==> config.mk <==
export PLATFORM = sky130hd
export DESIGN_NAME = wb_arbiter
export DESIGN_NICKNAME = d
export VERILOG_FILES = /design/src/rtl/wb_arbiter.sv
export SDC_FILE = /design/constraint.sdc
export NUM_CORES = 1
export LEC_CHECK = 0
export CAP_MARGIN = 0
export CORE_ASPECT_RATIO = 0.6
export CORE_MARGIN = 2
export CORE_UTILIZATION = 25
export DETAILED_ROUTE_END_ITERATION = 16
export DONT_BUFFER_PORTS = 1
export PLACE_DENSITY = 0.35
export SLEW_MARGIN = 20
export SYNTH_ARGS = -nofsm -noshare
export SYNTH_HDL_FRONTEND = slang
export SYNTH_SLANG_ARGS = --single-unit
==> constraint.sdc <==
create_clock -name clk -period 7.7 [get_ports clk]
set_clock_uncertainty 0.15 [all_clocks]
set_input_delay 0.385 -clock clk [delete_from_list [all_inputs] [get_ports clk]]
set_output_delay 0.385 -clock clk [all_outputs]
set_load 0.02 [all_outputs]
==> src/rtl/wb_arbiter.sv <==
// Register-file write-port arbiter: single-cycle ALU results (A) take priority over
// FIFO-buffered long-latency results (B); a scoreboard tracks destinations owed by B.
module wb_arbiter #(
    parameter int BDEPTH = 2,
    parameter int XLEN   = 32
) (
    input  logic            clk,
    input  logic            rst_n,
    input  logic            a_valid,
    input  logic [4:0]      a_rd,
    input  logic [XLEN-1:0] a_data,
    input  logic            b_valid,
    output logic            b_ready,
    input  logic [4:0]      b_rd,
    input  logic [XLEN-1:0] b_data,
    input  logic            iss_valid,
    input  logic [4:0]      iss_rd,
    input  logic [4:0]      q_rs1,
    input  logic [4:0]      q_rs2,
    output logic            busy1,
    output logic            busy2,
    output logic            we3,
    output logic [4:0]      A3,
    output logic [XLEN-1:0] WD3
);

    localparam int AW = $clog2(BDEPTH);
    localparam int PW = AW + 1;

    logic [PW-1:0]   wr_ptr, rd_ptr;
    logic [4:0]      fifo_rd   [BDEPTH];
    logic [XLEN-1:0] fifo_data [BDEPTH];
    logic            full, empty, push, pop;

    logic            sel_valid;
    logic [4:0]      sel_rd;
    logic [XLEN-1:0] sel_data;
    logic            b_out;

    logic [31:0]     pend, pend_next;

    // Extra pointer MSB distinguishes full from empty when the index bits match.
    assign full    = (wr_ptr[PW-1] != rd_ptr[PW-1]) && (wr_ptr[AW-1:0] == rd_ptr[AW-1:0]);
    assign empty   = (wr_ptr == rd_ptr);
    assign b_ready = !full;
    assign push    = b_valid && !full;
    assign pop     = !a_valid && !empty;

    always_comb begin
        sel_valid = 1'b0;
        sel_rd    = '0;
        sel_data  = '0;
        if (a_valid) begin
            sel_valid = 1'b1;
            sel_rd    = a_rd;
            sel_data  = a_data;
        end else if (!empty) begin
            sel_valid = 1'b1;
            sel_rd    = fifo_rd[rd_ptr[AW-1:0]];
            sel_data  = fifo_data[rd_ptr[AW-1:0]];
        end
    end

    always_ff @(posedge clk) begin
        if (push) begin
            fifo_rd[wr_ptr[AW-1:0]]   <= b_rd;
            fifo_data[wr_ptr[AW-1:0]] <= b_data;
        end
    end

    always_ff @(posedge clk or negedge rst_n) begin
        if (!rst_n) begin
            wr_ptr <= '0;
            rd_ptr <= '0;
        end else begin
            if (push) wr_ptr <= wr_ptr + PW'(1);
            if (pop)  rd_ptr <= rd_ptr + PW'(1);
        end
    end

    always_ff @(posedge clk or negedge rst_n) begin
        if (!rst_n) begin
            we3   <= 1'b0;
            A3    <= '0;
            WD3   <= '0;
            b_out <= 1'b0;
        end else begin
            we3   <= sel_valid && (sel_rd != 5'd0);
            b_out <= pop;
            if (sel_valid) begin
                A3  <= sel_rd;
                WD3 <= sel_data;
            end
        end
    end

    // Set is applied after clear so a fresh issue to the same register wins.
    always_comb begin
        pend_next = pend;
        if (we3 && b_out)
            pend_next[A3] = 1'b0;
        if (iss_valid && (iss_rd != 5'd0))
            pend_next[iss_rd] = 1'b1;
        pend_next[0] = 1'b0;
    end

    always_ff @(posedge clk or negedge rst_n) begin
        if (!rst_n)
            pend <= '0;
        else
            pend <= pend_next;
    end

    assign busy1 = (q_rs1 != 5'd0) && pend[q_rs1];
    assign busy2 = (q_rs2 != 5'd0) && pend[q_rs2];

endmodule
# After elaboration in Yosys (flattened, before gate mapping)
# Memory sizes are Yosys's and may differ from the RTL's.
# Index checks and enable logic that the tools add are counted.
[op_classes]
addsub = 2
magnitude_cmp = 6
eq_ne = 3
mux = 18
bitwise_logic = 3
reduce_logical = 17
[ops]
columns = ["operator", "count"]
rows = [
  ["two-way mux 32 bit", 4],
  ["AND 32 bit", 1],
  ["inverter 32 bit", 1],
  ["bitwise OR 32 bit", 1],
  ["< comparator 5 x 6 -> 1 bit, second input constant", 4],
  ["nonzero test 5 bit", 4],
  ["binary-select mux 1 bit (select 5 bit)", 2],
  ["demux 1 bit (select 5 bit)", 2],
  ["greater-or-equal comparator 5 x 1 -> 1 bit, second input constant", 2],
  ["logical AND 1 bit", 10],
  ["two-way mux 5 bit", 2],
  ["two-way mux 1 bit", 8],
  ["adder 2 x 1 -> 2 bit, second input constant", 2],
  ["zero test 1 bit", 3],
  ["equality test 2 bit", 1],
  ["equality test 1 bit", 1],
  ["!= test 1 bit", 1],
]
[totals]
reg_bits = 74
ramBits = 74
in_bits = 94
out_inout_bits = 41
elab_cells = 58
mem_count = 2
[mem_list]
columns = ["memory", "depth", "word_bits", "rd", "rd_ports_with_merged_regs", "wr", "line_no", "text"]
rows = [
  ["fifo_data", 2, 32, 1, 0, 1, "32", "logic [XLEN-1:0] fifo_data [BDEPTH];"],
  ["fifo_rd", 2, 5, 1, 0, 1, "31", "logic [4:0] fifo_rd [BDEPTH];"],
]

# Depth between registers and ports, before layout
# Gate-level depths: netlist of the first run.
[logic_depth]
ltp_word = 9
depth_mapped = 7

# Least setup slack after synthesis of the first run
# No wires, ideal clock.
[synth_timing]
path_kind = "reg2reg"
startpoint = "register rd_ptr[1]"
endpoint = "memory fifo_data[0][0] (enable)"
setup_ns = 0.431
t_arrival_ns = 2.660
required_time_ns = 7.119
slack_ns = 4.459
path_stages_with_launch = 5
n_path_buf = 0
synth_period_minus_slack_ns = 3.241
path_cell_list = "dfrtp_1 > xnor2_1 > nand2b_1 > nand2_1 > nor2_1"
[synth_via]
elab_chain_cells = 6
[synth_lines]
columns = ["item", "line_no", "text"]
rows = [
  ["from (decl)", "30", "logic [PW-1:0] wr_ptr, rd_ptr;"],
  ["from (signal assigned)", "77", "if (pop) rd_ptr <= rd_ptr + PW'(1);"],
  ["!= test 1 bit", "43", "assign full = (wr_ptr[PW-1] != rd_ptr[PW-1]) && (wr_ptr[AW-1:0] == rd_ptr[AW-1:0]);"],
  ["logical AND 1 bit", "43", ""],
  ["zero test 1 bit", "--", ""],
  ["named net b_ready", "13", "output logic b_ready,"],
  ["logical AND 1 bit", "46", "assign push = b_valid && !full;"],
  ["two-way mux 1 bit", "65", "if (push) begin"],
  ["two-way mux 1 bit (not written as such)", "67", "fifo_data[wr_ptr[AW-1:0]] <= b_data;"],
  ["to (decl)", "32", ""],
]
# The timed path passes the listed nets, and every way through them passes these cells.

# Final worst setup path of the first run
[layout_timing]
startpoint = "register wr_ptr[0]"
endpoint = "register WD3[22]"
[layout_via]
elab_chain_cells = 3
elab_cells_between_ends = 5
[layout_lines]
columns = ["item", "line_no", "text"]
rows = [
  ["from (decl)", "30", ""],
  ["from (signal assigned)", "76", "if (push) wr_ptr <= wr_ptr + PW'(1);"],
  ["equality test 2 bit *", "44", "assign empty = (wr_ptr == rd_ptr);"],
  ["two-way mux 32 bit or two-way mux 1 bit (tied branches)", "57", "end else if (!empty) begin"],
  ["two-way mux 32 bit or two-way mux 1 bit (tied branches)", "53", "if (a_valid) begin"],
  ["to (signal assigned)", "92", "WD3 <= sel_data;"],
  ["to (decl)", "24", "output logic [XLEN-1:0] WD3"],
]
# Mark *: on every way between the ends. The rest lies on a longest branch, timed or not.
# A chain may end at the register's enable or synchronous reset.

==> flow_summary.json, run 1 <==
{
  "die_y_um": 127,
  "hp-start": "iss_rd[2]",
  "total_power_mw": 3.29,
  "cts_tree": "done",
  "topRoutingLayerUsed": "met5",
  "syn_nets": 530,
  "ys.flop_type": "edfxtp_1",
  "clk_latency_ps": 420,
  "fin_util": 0.338,
  "end_kind": "register",
  "startpoint_type": "register",
  "final_antenna_net_count": 0,
  "syn_inst": 436,
  "wl_per_cell_um": 20.7,
  "dieArea_mm2": 0.0264,
  "rows": 44,
  "slew_headroom": 0.263,
  "ys_warn_count": 0,
  "hold_viol_final": 0,
  "area_delta_synth_final_pct": 31.5,
  "cts_setup_buffers": 0,
  "fin_ws_ps": 4820,
  "power_frac_seq": 0.455,
  "switching_power_mw": 1.18,
  "synth_cell_types": 45,
  "fillers": 2424,
  "io_buffers": 0,
  "hold_class": "input port to register",
  "clockRootBuffer": "clkbuf_16",
  "wl_met2_mm": 7.21,
  "cts_max_level": 4,
  "intPower_mw": 2.11,
  "drtPass1Iterations": 5,
  "r2r_start": "wr_ptr[0]$_DFFE_PN0N_",
  "grt_usage": 0.142,
  "tightest_slew_ps": 1100,
  "synth_edf_count": 74,
  "drc": 0,
  "final_common_cell": "dlygate4sd3_1",
  "finalSetupTns_ps": 0,
  "grt_max_degree": 75,
  "peakVddDrop_mv": 0.169,
  "fin_cells": 876,
  "hpwl_mm": 11.8,
  "first_iter_violations": 289,
  "grt_pass1_vias": 4373,
  "grt_pass1_wl_mm": 27.4,
  "avgViaCountPerCell": 4.88,
  "antenna_found_initial": 4,
  "fmax_mhz": 347,
  "place.gp.congestion": 0.729,
  "ys_ff_latch": 148,
  "synthArstFlopShare": 0.500,
  "crit_path_max_fanout": 37,
  "combPwrFrac": 0.300,
  "critPathRequiredTime_ps": 7900,
  "rsz0062_at_grt": "no",
  "cts.sinks": 148,
  "dp_slack_ps": 5040,
  "crit_arrival_ps": 3080,
  "drive_above_1_share": 0.0978,
  "wl_met3_mm": 1.45,
  "slew_violations": 0,
  "coreArea_mm2": 0.0244,
  "drv_cap": 0,
  "cts_resized": 0,
  "fin_nets": 633,
  "die_x_um": 208,
  "clockBufferDepth": 2,
  "grt-ovfl-total": 0,
  "io_pins": 135,
  "period_share": 0.375,
  "syn_area_per_cell_um2": 14.4,
  "p_per_area_mw_per_mm2": 399,
  "start_util": 0.257,
  "swShare": 0.358,
  "synth_area_mm2": 0.00627,
  "layout_common_cells": "dlygate4sd3_1, edfxtp_1, dfrtp_1",
  "worstSetupPathType": "register to register",
  "drt-total-wl_mm": 18.1,
  "dp.cells": 735,
  "m1WireLength_mm": 9.20,
  "numCtsBuffers": 17,
  "critPathLaunch": "wr_ptr[0]$_DFFE_PN0N_",
  "p_leak_nw": 3.02,
  "setup_viol": 0,
  "post-route-min-period_ps": 2880,
  "outcome": "finished clean",
  "pwr-share-clk": 0.245,
  "vias": 4275,
  "clk_pin_slew_worst_paths_ps": 60,
  "yosysSeqAreaShare": 0.650
}
-- registers in the layout, indices dropped and copies added (netlist names) --
name,flops
fifo_data,64
WD3,32
pend,31
fifo_rd,10
A3,5
rd_ptr,2
wr_ptr,2
b_out,1
we3,1
-- layout make-up --
type | count | area, µm² | share of cell area
diodes | 2 | 5.00 | 0.000607
clock buffers | 17 | 425 | 0.0516
clock inverters | 15 | 138 | 0.0167
inverters | 3 | 11.3 | 0.00137
multi-input cells | 259 | 2060 | 0.250
flip-flops and latches | 148 | 4080 | 0.494
well taps | 322 | 403 | 0.0489
repair buffers | 110 | 1120 | 0.136
-- power by group through the flow --
stage / registers, mW / logic [mW] / clock network (mW)
global route: 1.53 / 1.09 / 0.865
floorplan: 1.42 / 0.635 / 0
global placement: 1.51 / 0.799 / 0
detailed placement: 1.51 / 0.819 / 0
CTS: 1.50 / 0.999 / 0.824
finish: 1.50 / 0.988 / 0.804
-- critical path, stage by stage, from the launching register on --
cell	delay [ps]
dfrtp_1	440
xnor2_1	370
nand2_1	160
nor2_4	860
a221o_1	280
dlygate4sd3_1	560
-- path summary, 6_finish.rpt --
kind / endpoint / slack [ps] / cells after the start
max in group asynchronous: rd_ptr[0]$_DFFE_PN0P_ / 6660 / 2
worst min-delay path: pend[7]$_DFF_PN0_ / 30 / 2
worst max-delay path: WD3[22]$_DFFE_PN0P_ / 4820 / 5
worst min register to register: rd_ptr[1]$_DFFE_PN0P_ / 340 / 1
worst max register to register: WD3[22]$_DFFE_PN0P_ / 4820 / 5
min in group asynchronous: pend[4]$_DFF_PN0_ / 390 / 2
-- routing by layer --
| layer | GRT usage | vias to the layer above |
|---|---|---|
| met2 | 0.194 | 171 |
| met5 | 0 | - |
| met1 | 0.207 | 2157 |
| li1 | - | 1921 |
| met3 | 0.0522 | 22 |
| met4 | 0.0449 | 4 |
-- Yosys cell counts (all sizes together) (2+ instances only) --
library cell / n / share of area
or3: 3 / 0.0030
a2111oi: 2 / 0.0028
o21ai: 63 / 0.050
nor3b: 2 / 0.0024
nand4b: 2 / 0.0028
clkbuf: 11 / 0.0066
mux4: 14 / 0.054
nand2b: 3 / 0.0030
mux2i: 36 / 0.057
nand2: 9 / 0.0054
a21bo: 3 / 0.0048
dfrtp: 74 / 0.30
mux2: 6 / 0.011
nand4: 3 / 0.0030
xnor2: 5 / 0.0070
nor2: 38 / 0.023
edfxtp: 74 / 0.35
a22oi: 3 / 0.0036
a21oi: 2 / 0.0016
a211oi: 2 / 0.0024
nand3b: 9 / 0.011
or3b: 4 / 0.0056
nand3: 3 / 0.0024
inv: 3 / 0.0018
and3: 2 / 0.0020
a221o: 33 / 0.053
buf: 15 / 0.015
-- logic make-up after synthesis --
kind of cell	after synthesis	synth area share
multiplexers	56	0.122
AND/OR/NAND/NOR	82	0.0690
flip-flops	148	0.650
XOR/XNOR	6	0.00838
buffers and inverters	29	0.0235
AO/OA/AOI/OAI	115	0.127
-- timing repair --
item,CTS,global route
endpoints found under the hold margin,182,0
endpoints found under the setup margin,0,0
hold buffers,107,0
-- metrics by stage --
stage | cell area [µm²] | hold WS [ps]
2_1_floorplan | 6270 | -60.6
3_3_place_gp | 6570 | -58.8
3_5_place_dp | 6590 | -58.2
4_1_cts | 8240 | 3.84
5_1_grt | 8240 | 25.7
6_report | 8240 | 25.7
No activity file was read; power rests on OpenSTA's default activity.
==> run 2: changes to the inputs <==
- clock period: 7.7 -> 2.84 ns (I/O delays scaled with it)
==> run 2 against run 1 <==
  * Sequential share of layout area down 1.6 points
  * Clock power rose to 2.8 times the previous value
  * Core utilization grew 1.1 points
  * Critical path depth up 1
  * Final area increased by 3.3%
  * Hold slack better by 16 ps
  * First-iteration DRC count is 3.8% lower
  * Count of clock-buffer cells in the layout did not move
  * Sequential cell count unchanged
  * Fmax is 6.6% higher
  * Global-route usage increased by 0.38 points
  * Combinational power rose to 2.9 times the previous value
  * Critical path type unchanged
  * Critical endpoint is now we3$_DFF_PN0_
  * Largest power group unchanged
  * Highest routed layer unchanged
==> flow_summary.json, run 2 (synthesis gave the netlist of run 1 again) <==
{
  "drtPass1Iterations": 5,
  "vias": 4371,
  "hpwl_mm": 12.0,
  "drive_above_1_share": 0.114,
  "crit_path_max_incr_delay_ps": 600,
  "post-route-min-period_ps": 2710,
  "grt_pass1_vias": 4521,
  "rows": 44,
  "clockRootBuffer": "clkbuf_16",
  "cp_slowest_cell": "dlygate4sd3_1",
  "pwr-share-clk": 0.247,
  "tightest_slew_ps": 669,
  "end_kind": "register",
  "grt_max_degree": 75,
  "combPwrFrac": 0.310,
  "fin_nets": 651,
  "wl_per_cell_um": 20.8,
  "crit_path_max_fanout": 20,
  "use_met3": 0.0535,
  "avgViaCountPerCell": 4.87,
  "dp.cells": 738,
  "numCtsBuffers": 17,
  "swShare": 0.359,
  "grt_pass1_wl_mm": 28.4,
  "fin_cells": 897,
  "final_common_cell": "dlygate4sd3_1",
  "die_x_um": 208,
  "slew_headroom": 0.542,
  "drv_cap": 0,
  "io_buffers": 0,
  "use_met1": 0.215,
  "drt-total-wl_mm": 18.7,
  "dieArea_mm2": 0.0264,
  "clockBufferDepth": 2,
  "crit_chain": "buf_12, mux2_2, a22oi_1, dlygate4sd3_1, nand4_1, dlygate4sd3_1",
  "cts.sinks": 148,
  "start_util": 0.257,
  "final_antenna_net_count": 0,
  "total_power_mw": 9.21,
  "die_y_um": 127,
  "peakVddDrop_mv": 0.495,
  "finalSetupTns_ps": 0,
  "critPathRequiredTime_ps": 2990,
  "setup_viol": 0,
  "grt.busiest_layer": "met1",
  "first_iter_violations": 278,
  "crit_arrival_ps": 2860,
  "hold_viol_final": 0,
  "io_pins": 135,
  "grt_usage": 0.146,
  "layout_common_cells": "dlygate4sd3_1, edfxtp_1, dfrtp_1",
  "intPower_mw": 5.91,
  "crit_top_cell": "dlygate4sd3_1",
  "worstSetupPathType": "register to register",
  "largest_reg_flops": 64,
  "fmax_mhz": 370,
  "dp_slack_ps": 684,
  "grt-ovfl-total": 0,
  "p_leak_nw": 3.14,
  "power_frac_seq": 0.443,
  "clk_pin_slew_worst_paths_ps": 60,
  "drc": 0,
  "coreArea_mm2": 0.0244,
  "place.gp.congestion": 0.741,
  "met2_usage": 0.201,
  "slew_violations": 0,
  "antenna_found_initial": 6,
  "cts_tree": "done",
  "outcome": "finished clean",
  "switching_power_mw": 3.30,
  "startpoint_type": "register",
  "period_share": 0.953,
  "fin_util": 0.349,
  "clk_latency_ps": 420,
  "fin_ws_ps": 134,
  "area_delta_synth_final_pct": 35.8,
  "p_per_area_mw_per_mm2": 1080,
  "hold_class": "input port to register",
  "cts_max_level": 4
}
## run 2: cell count changes in the layout (fill, tap and decap cells not counted), sizes merged
cell	previous run	this run
clkinvlp	3	2
diode	2	5
clkinv	7	3
dlygate4sd3	106	119
buf	4	8
clkbuf	17	18
inv	6	11
## run 2: power groups by stage
stage | logic, mW | clock network, mW | registers [mW]
2_1_floorplan | 1.72 | 0 | 3.84
4_1_cts | 2.80 | 2.35 | 4.06
6_report | 2.85 | 2.27 | 4.08
5_1_grt | 3.16 | 2.42 | 4.19
3_3_place_gp | 2.25 | 0 | 4.09
3_5_place_dp | 2.30 | 0 | 4.09
## run 2: metal layers
layer	routed length (µm)	vias up
li1	-	1959
met1	9580	2245
met2	7630	150
met3	1300	15
met4	137	2
met5	13	-
## run 2: area by class of cell
class / count / area [µm²]
antenna: 5 / 12.5
clock buffer: 17 / 425
clock inverter: 15 / 166
fill: 2389 / 15900
inverter: 3 / 11.3
multi-input combinational: 259 / 2090
sequential: 148 / 4080
tap: 322 / 403
timing repair buffer: 128 / 1330
## run 2: repair_timing
action                     4_1_cts  5_1_grt
setup endpoints to repair        0        1
resized for setup                0        3
hold buffers                   120        0
buffers inserted                 0        1
hold endpoints to repair       229        0
## run 2: final timing paths
check                                              to  slack, ps  cells after the start                   from
worst max-delay path                    we3$_DFF_PN0_        130                      6  rd_ptr[0]$_DFFE_PN0P_
worst min-delay path                pend[3]$_DFF_PN0_         40                      2              iss_rd[0]
worst max register to register          we3$_DFF_PN0_        130                      6  rd_ptr[0]$_DFFE_PN0P_
worst min register to register     pend[22]$_DFF_PN0_        380                      2     pend[22]$_DFF_PN0_
max in group asynchronous       rd_ptr[0]$_DFFE_PN0P_       2010                      2                  rst_n
min in group asynchronous          pend[31]$_DFF_PN0_        210                      2                  rst_n
## run 2: worst max-delay path, delay by kind of cell (launching register included)
kind            cells  cell delay [ps]
simple gates        1               70
mux                 1              350
flops               1              440
buf+inv             3             1400
compound gates      1              170
## run 2: through the flow
stage | instance area, µm² | hold WS [ps]
after global placement | 6640 | -301
after global routing | 8510 | 57.2
after CTS | 8450 | 25.8
after detailed placement | 6640 | -301
after floorplan | 6270 | -304
final | 8520 | 41.2
